`src/rtl/wave_measure_ctrl.sv`:
```
// wave_measure_ctrl
//   Runs the low-band wave analyzer through repeated measurement cycles:
//   clear the analyzer, let its sample path settle, watch an_freq until it
//   stays unchanged and nonzero, then capture freq/amp and present them over
//   valid/ready. A window timeout covers inputs with no zero crossings.
//
// Ports
//   clk, rst_n            clock, synchronous active-low reset
//   start                 single-cycle pulse, starts a measurement from IDLE
//   continuous            level, restart after every handshake
//   an_freq, an_amp       analyzer outputs (zero-crossing count, amplitude)
//   an_reset              synchronous clear to the analyzer
//   meas_freq, meas_amp   captured result
//   meas_valid/meas_ready result handshake
//   timeout               result came from window expiry (meas_freq = 0)
//   busy                  high whenever not IDLE
module wave_measure_ctrl #(
  parameter int unsigned CLR_CYC    = 4,
  parameter int unsigned SETTLE_CYC = 16,
  parameter int unsigned STABLE_CYC = 1024,
  parameter int unsigned WINDOW_CYC = 4000000
) (
  input  logic        clk,
  input  logic        rst_n,
  input  logic        start,
  input  logic        continuous,
  input  logic [21:0] an_freq,
  input  logic [11:0] an_amp,
  output logic        an_reset,
  output logic [21:0] meas_freq,
  output logic [11:0] meas_amp,
  output logic        meas_valid,
  input  logic        meas_ready,
  output logic        timeout,
  output logic        busy
);

  localparam int CW = 23;
  localparam logic [CW-1:0] CLR_LAST    = CW'(CLR_CYC - 1);
  localparam logic [CW-1:0] SETTLE_LAST = CW'(SETTLE_CYC - 1);
  localparam logic [CW-1:0] STABLE_LAST = CW'(STABLE_CYC - 1);
  localparam logic [CW-1:0] WINDOW_LAST = CW'(WINDOW_CYC - 1);

  typedef enum logic [2:0] {
    S_IDLE, S_CLEAR, S_SETTLE, S_MEASURE, S_PRESENT
  } state_t;

  state_t        state_q;
  logic [CW-1:0] cnt_q;       // phase counter for CLEAR / SETTLE
  logic [CW-1:0] win_q;       // cycles spent in MEASURE
  logic [CW-1:0] stab_q;      // consecutive matching cycles
  logic [21:0]   last_q;
  logic          an_reset_q;
  logic [21:0]   freq_q;
  logic [11:0]   amp_q;
  logic          valid_q;
  logic          timeout_q;
  logic          busy_q;

  // Counters stick at all-ones instead of wrapping.
  function automatic logic [CW-1:0] sat_inc(input logic [CW-1:0] v);
    return (v == '1) ? v : v + CW'(1);
  endfunction

  logic [CW-1:0] cnt_d, win_d, stab_d;
  logic          match;

  assign cnt_d  = sat_inc(cnt_q);
  assign win_d  = sat_inc(win_q);
  assign stab_d = sat_inc(stab_q);
  assign match  = (an_freq == last_q) && (an_freq != '0);

  always_ff @(posedge clk) begin
    if (!rst_n) begin
      state_q    <= S_IDLE;
      cnt_q      <= '0;
      win_q      <= '0;
      stab_q     <= '0;
      last_q     <= '0;
      an_reset_q <= 1'b0;
      freq_q     <= '0;
      amp_q      <= '0;
      valid_q    <= 1'b0;
      timeout_q  <= 1'b0;
      busy_q     <= 1'b0;
    end else begin
      case (state_q)
        S_IDLE: begin
          if (start || continuous) begin
            state_q    <= S_CLEAR;
            cnt_q      <= '0;
            an_reset_q <= 1'b1;
            busy_q     <= 1'b1;
          end
        end
        S_CLEAR: begin
          if (cnt_q == CLR_LAST) begin
            state_q    <= S_SETTLE;
            cnt_q      <= '0;
            an_reset_q <= 1'b0;
          end else begin
            cnt_q <= cnt_d;
          end
        end
        S_SETTLE: begin
          if (cnt_q == SETTLE_LAST) begin
            state_q <= S_MEASURE;
            cnt_q   <= '0;
            win_q   <= '0;
            stab_q  <= '0;
            last_q  <= an_freq;
          end else begin
            cnt_q <= cnt_d;
          end
        end
        S_MEASURE: begin
          win_q <= win_d;
          if (match) begin
            stab_q <= stab_d;
          end else begin
            stab_q <= '0;
            last_q <= an_freq;
          end
          // Stability is tested first so it wins over a same-cycle expiry.
          if (match && (stab_q == STABLE_LAST)) begin
            state_q   <= S_PRESENT;
            freq_q    <= an_freq;
            amp_q     <= an_amp;
            timeout_q <= 1'b0;
            valid_q   <= 1'b1;
          end else if (win_q == WINDOW_LAST) begin
            state_q   <= S_PRESENT;
            freq_q    <= '0;
            amp_q     <= an_amp;
            timeout_q <= 1'b1;
            valid_q   <= 1'b1;
          end
        end
        S_PRESENT: begin
          if (valid_q && meas_ready) begin
            valid_q <= 1'b0;
            if (continuous) begin
              state_q    <= S_CLEAR;
              cnt_q      <= '0;
              an_reset_q <= 1'b1;
            end else begin
              state_q <= S_IDLE;
              busy_q  <= 1'b0;
            end
          end
        end
        default: begin
          state_q    <= S_IDLE;
          an_reset_q <= 1'b0;
          valid_q    <= 1'b0;
          busy_q     <= 1'b0;
        end
      endcase
    end
  end

  assign an_reset   = an_reset_q;
  assign meas_freq  = freq_q;
  assign meas_amp   = amp_q;
  assign meas_valid = valid_q;
  assign timeout    = timeout_q;
  assign busy       = busy_q;

endmodule

```
`config.mk`:
```
export PLATFORM = sky130hd
export DESIGN_NAME = wave_measure_ctrl
export DESIGN_NICKNAME = d
export VERILOG_FILES = /design/src/rtl/wave_measure_ctrl.sv
export SDC_FILE = /design/constraint.sdc
export NUM_CORES = 1
export LEC_CHECK = 0
export CAP_MARGIN = 20
export CORE_MARGIN = 2
export CORE_UTILIZATION = 55
export CTS_CLUSTER_DIAMETER = 100
export DETAILED_ROUTE_END_ITERATION = 6
export PLACE_DENSITY = 0.88
export RECOVER_POWER = 50
export SLEW_MARGIN = 25
export SYNTH_ARGS = -nofsm -noshare
export SYNTH_HDL_FRONTEND = slang
export SYNTH_SLANG_ARGS = --single-unit
```
`constraint.sdc`:
```
create_clock -name clk -period 4.7 [get_ports clk]
set_clock_uncertainty 0.05 [all_clocks]
set_input_delay 0.47 -clock clk [delete_from_list [all_inputs] [get_ports clk]]
set_output_delay 0.47 -clock clk [all_outputs]
set_load 0.05 [all_outputs]
```
* Word level (Yosys, flattened, before mapping)
Index checks and enable logic that the tools add are counted.
** Word-level totals
- Input port bits :: 39
- Flip-flop bits (word level) :: 132
** Operators by class
- Multiplexer cells :: 41
- Equal/unequal tests :: 22
- Add/sub/neg operators :: 3
- Reductions and logical operators :: 21
- Bitwise logic cells :: 3
** Operators by type and width (count)
- 2-to-1 mux 23 bit :: 10
- one-hot mux 23 bit (2 select lines) :: 2
- one-hot mux 23 bit (4 select lines) :: 1
- 2-to-1 mux 22 bit :: 4
- adder 23 x 1 -> 23 bit, second input constant :: 3
- equality test 23 bit, second input constant :: 3
- one-hot mux 22 bit (2 select lines) :: 1
- 2-to-1 mux 12 bit :: 2
- equality test 23 x 10 -> 1 bit, second input constant :: 1
- equality test 23 x 2 -> 1 bit, second input constant :: 1
- equality test 23 x 22 -> 1 bit, second input constant :: 1
- equality test 23 x 4 -> 1 bit, second input constant :: 1
- equality test 22 bit :: 1
- nonzero test 22 bit :: 1
- 2-to-1 mux 3 bit :: 6
- inequality test 2 bit, second input constant :: 8
- one-hot mux 3 bit (5 select lines) :: 1
- AND reduction 3 bit :: 4
- 2-to-1 mux 1 bit :: 11
- AND reduction 5 bit :: 2
- AND reduction 4 bit :: 2
- equality test 3 x 2 -> 1 bit, second input constant :: 2
- inequality test 3 bit, second input constant :: 2
- one-hot mux 1 bit (3 select lines) :: 2
- other kinds (12) :: 18

* Depth between registers and ports, before layout
- Word-level depth :: 5
- Gate-level depth with buffers :: 9
- Gate-level depth less buffers :: 7

* Worst setup path before layout
No wires, ideal clock.
- Path kind :: register -> register
- Start :: register win_q[0]
- End :: register win_q[8]
- Data required time :: 4522 ps
- Library setup time :: 128 ps
- Arrival :: 2070 ps
- Slack :: 2453 ps
- Stages on the path, launching flop included :: 10
- Clock period less this slack :: 2247 ps
- Cell sequence :: dfxtp_1 ha_1 nand3_1 or3_1 or4_1 clkbuf_2 buf_6 nand4_1 xor2_1 nor2_1
** Between the ends
- Cells in the longest elaborated chain, start to end :: 3
- Elaborated cells on any way between the ends :: 6
- Classes of those cells :: add/sub: 1; eq/ne: 2; mux: 2; reduce/logical: 1
** Ends and longest elaborated chain
- start: declaration :: line 50 : logic [CW-1:0] win_q;
- start signal: assignment :: line 117 : win_q <= win_d;
- adder 23 x 1 -> 23 bit or equality test 23 bit (tied branches) :: line 62 : return (v == '1) ? v : v + CW'(1);
- 2-to-1 mux 23 bit or inequality test 2 bit (tied branches)
- one-hot mux 23 bit (2 select lines) or AND reduction 3 bit (tied branches)
Parallel ways exist; a longest one is shown, timed or not. The select of a mux whose other input is x is not followed.
A chain may end at the register's enable or synchronous reset.

* Final worst setup path
- Start :: input port an_freq[0]
- End :: register freq_q[1], in the netlist meas_freq[1]
** Between the ends
- Cells in the longest elaborated chain, start to end :: 5
- Elaborated cells on any way between the ends :: 7
- Classes of those cells :: eq/ne: 1; mux: 1; reduce/logical: 5
** Ends and longest elaborated chain
- start: declaration :: line 27 : input logic [21:0] an_freq,
- equality test 22 bit or nonzero test 22 bit (tied branches) :: line 71 : assign match = (an_freq == last_q) && (an_freq != '0);
- logical AND 1 bit * :: line 71
- logical AND 1 bit * :: line 125 : if (match && (stab_q == STABLE_LAST)) begin
- nonzero test 2 bit (no line)
- AND reduction 2 bit (no line)
- end signal: assignment :: line 127 : freq_q <= an_freq;
- end: declaration :: line 54 : logic [21:0] freq_q;
Mark *: on every way between the ends. The rest lies on a longest branch, timed or not.

==> results.sh <==
export IMPL_drc_errors=0
export IMPL_total_leakage_power_nw=3.17
export IMPL_post_cts_buffers=0
export IMPL_switching_share_pct=22.7
export IMPL_clk_pin_slew_ns=0.06
export IMPL_fin_tns_setup_ns=0
export IMPL_reg2reg_setup_slack_ns=1.75
export IMPL_grt_usage_pct=27.1
export IMPL_max_freq_ghz=0.310
export IMPL_cp_max_fo=22
export IMPL_syn_area_um2=6350
export IMPL_cts_buffers=17
export IMPL_synth_top_cells_by_area="dfxtp_1 42%, xor2_1 7.6%, nand2_1 5.5%"
export IMPL_dr_pass1_iters=5
export IMPL_cts_sinks=132
export IMPL_layout_drive_gt1_share_pct=5.49
export IMPL_antenna_found_initial=0
export IMPL_wirelength_mm=16.6
export IMPL_ys_types=50
export IMPL_hold_viol_final=0
export IMPL_syn_to_final_growth_pct=22.5
export IMPL_multi_input_area_um2=3520
export IMPL_worstPathCellList="dlygate4sd3_1 > nor4_1 > nand4_1 > o211ai_1 > nor4_1 > nor3_2 > clkbuf_1 > a22o_1"
export IMPL_num_io_pins=77
export IMPL_r2r_start="state_q[1]"
export IMPL_overflow=0
export IMPL_dp_cells=931
export IMPL_cp_end_kind="flop"
export IMPL_vdd_drop_max_mv=0.300
export IMPL_syn_avg_cell_area_um2=8.58
export IMPL_required_ns=5.01
export IMPL_yosys_warnings=0
export IMPL_syn_instance_count=740
export IMPL_tightest_slew_ns=1.14
export IMPL_slew_headroom_pct=23.1
export IMPL_rsz0062_at_grt="false"
export IMPL_r2r_end="cnt_q[18]"
export IMPL_synth_nets=782
export IMPL_die_height_um=111
export IMPL_critPathSlowestCell="clkbuf_1"
export IMPL_crit_arrival_ns=3.53
export IMPL_portBuffers=76
export IMPL_synth_most_common_cell="dfxtp_1"
export IMPL_async_flop_share_pct=0
export IMPL_dieWidth_um=111
export IMPL_synthFlopType="dfxtp_1"
export IMPL_ys_seq_area_share_pct=41.6
export IMPL_synth_edff_count=0
export IMPL_coreArea_um2=11300
export IMPL_postRouteAntennaNets=0
export IMPL_grt_pass1_wl_mm=27.7
export IMPL_grt_max_degree=64
export IMPL_routabilityCongestion=0.870
export IMPL_ctsHoldBuffers=0
export IMPL_n_fill_cell=859
export IMPL_setup_viol=0
export IMPL_p_sw_uw=600
export IMPL_dieArea_um2=12400
export IMPL_min_path_type="input pin to flop"
export IMPL_synth_top_cells_by_count="132 x dfxtp_1, 93 x nand2_1, 69 x nor2_1"
export IMPL_finalNetCount=849
export IMPL_holdPathEnd="last_q[19]"
export IMPL_p_per_area_nw_per_um2=340
export IMPL_ys_ff_latch=132
export IMPL_fin_ws_ns=1.47
export IMPL_clockRootBuffer="clkbuf_16"
export IMPL_drt_iter0_markers=509
export IMPL_diodes=0
export IMPL_combPwrFrac_pct=5.8
export IMPL_cts_resized=0
export IMPL_vias=5958
export IMPL_grt_pass1_vias=5890
export IMPL_power_mw=2.64
export IMPL_layout_cells_non_filler=962
export IMPL_crit_top_cell="nor4_1"
export IMPL_clock_power_share_pct=51.3
export IMPL_p_int_mw=2.04
export IMPL_start_util_pct=56.1
export IMPL_slowest_delay_ns=0.81
export IMPL_post_dp_hpwl_mm=11.2
export IMPL_drv_cap=0
export IMPL_place_ws_ns=1.54
export IMPL_htree_levels=4
export IMPL_regArea_um2=2640
export IMPL_clock_latency_ns=0.42
export IMPL_yosys_area_top_type_share_pct=41.6
export IMPL_finalCriticalPeriod_ns=3.23
export IMPL_fin_crit_sh_pct=68.6
export IMPL_rr_worst_depth=6
export IMPL_avgViaCountPerCell=6.19
export IMPL_yosysTopAreaCell="dfxtp_1"
export IMPL_min_from="rst_n"
export IMPL_cp_start_kind="input pin"
export IMPL_p_seq_share_pct=42.9
export IMPL_whs_path_depth=3
export IMPL_path_class="input pin to flop"
export IMPL_drv_slew=0
export IMPL_post_drt_wl_per_cell_um=17.3
export IMPL_critPathBufInv=2
export IMPL_rows=39
export IMPL_status="finished clean"
export IMPL_cts_tree="built"
export IMPL_critPathTopFamily="buffers and inverters"
export IMPL_cts_path_max_buffers=2
## how the worst max path moves through the flow
stage	start	endpoint	slack, ns	cells past startpoint
after floorplan	win_q[0]	win_q[8]	2.45	9
after global placement	an_freq[0]	meas_valid	1.63	7
after detailed placement	an_freq[6]	stab_q[1]	1.54	7
after CTS	stab_q[0]	stab_q[12]	1.81	7
after global routing	an_freq[0]	meas_freq[1]	1.32	8
final	an_freq[0]	meas_freq[1]	1.47	8
## layer usage
layer | track usage, % | routed length [um]
met1 | 32.1 | 6880
met3 | 7.35 | 962
met2 | 46.8 | 8410
met5 | 0 | 0
met4 | 10.5 | 356
## cell families (layout without fill, tap and decap cells)
kind of cell / count (synthesis) / after routing / synth area share [%]
buf+inv: 43 / 122 / 3.15
xor+xnor: 71 / 71 / 9.79
flops: 132 / 132 / 41.6
simple gates: 372 / 372 / 30.3
mux: 34 / 34 / 5.36
fa+ha+maj: 3 / 3 / 0.591
compound gates: 85 / 85 / 9.16
## worst register-to-register path, stage by stage, from the launching register on
cell and delay (ns):
dfxtp_1 0.59, nand2b_1 0.19, a21oi_1 0.08, o21ai_0 0.91, o21ai_0 0.21, clkbuf_1 0.49
a311oi_1 0.34
## power groups by stage
stage	Clock, mW	Sequential, mW	Combinational, mW
after floorplan	0	1.16	0.0767
after global placement	0	1.16	0.146
after detailed placement	0	1.16	0.152
after CTS	1.36	1.13	0.154
after global routing	1.42	1.14	0.164
final	1.36	1.14	0.154
## state kept, by name, indices dropped and copies added, names as in the netlist
name and cells:
busy 1, last_q 22, stab_q 23, meas_valid 1, timeout 1, meas_freq 22, state_q 3, an_reset 1
win_q 23, meas_amp 12, cnt_q 23
## final cells by class
| cell class | count | area share [%] |
|---|---|---|
| Tap cell | 143 | 2.30 |
| Inverter | 8 | 0.386 |
| Sequential cell | 132 | 34.0 |
| Timing Repair Buffer | 83 | 10.3 |
| Clock inverter | 7 | 1.22 |
| Clock buffer | 24 | 6.58 |
| Multi-Input combinational cell | 565 | 45.3 |
## metrics by stage
stage	hold slack, ns	instance area, um2	util, %
after floorplan	0.394	6350	-
after global placement	0.393	7180	63.5
after detailed placement	0.407	7180	63.5
after CTS	0.365	7790	68.8
after global routing	0.384	7780	68.7
final	0.382	7780	68.7
## cell usage in the layout (no fill, tap or decap), types with 17 or more instances in the layout
master / instances
nand2_1: 93
nor3_1: 20
mux2i_1: 34
dfxtp_1: 132
and3_1: 22
xor2_1: 55
a22o_1: 22
dlygate4sd3_1: 40
nor4_1: 30
clkdlybuf4s50_1: 35
clkbuf_16: 17
nand4_1: 38
nor2_1: 69
nand3_1: 35
a21oi_1: 19
Note: power is estimated with default switching activity, not from simulation.
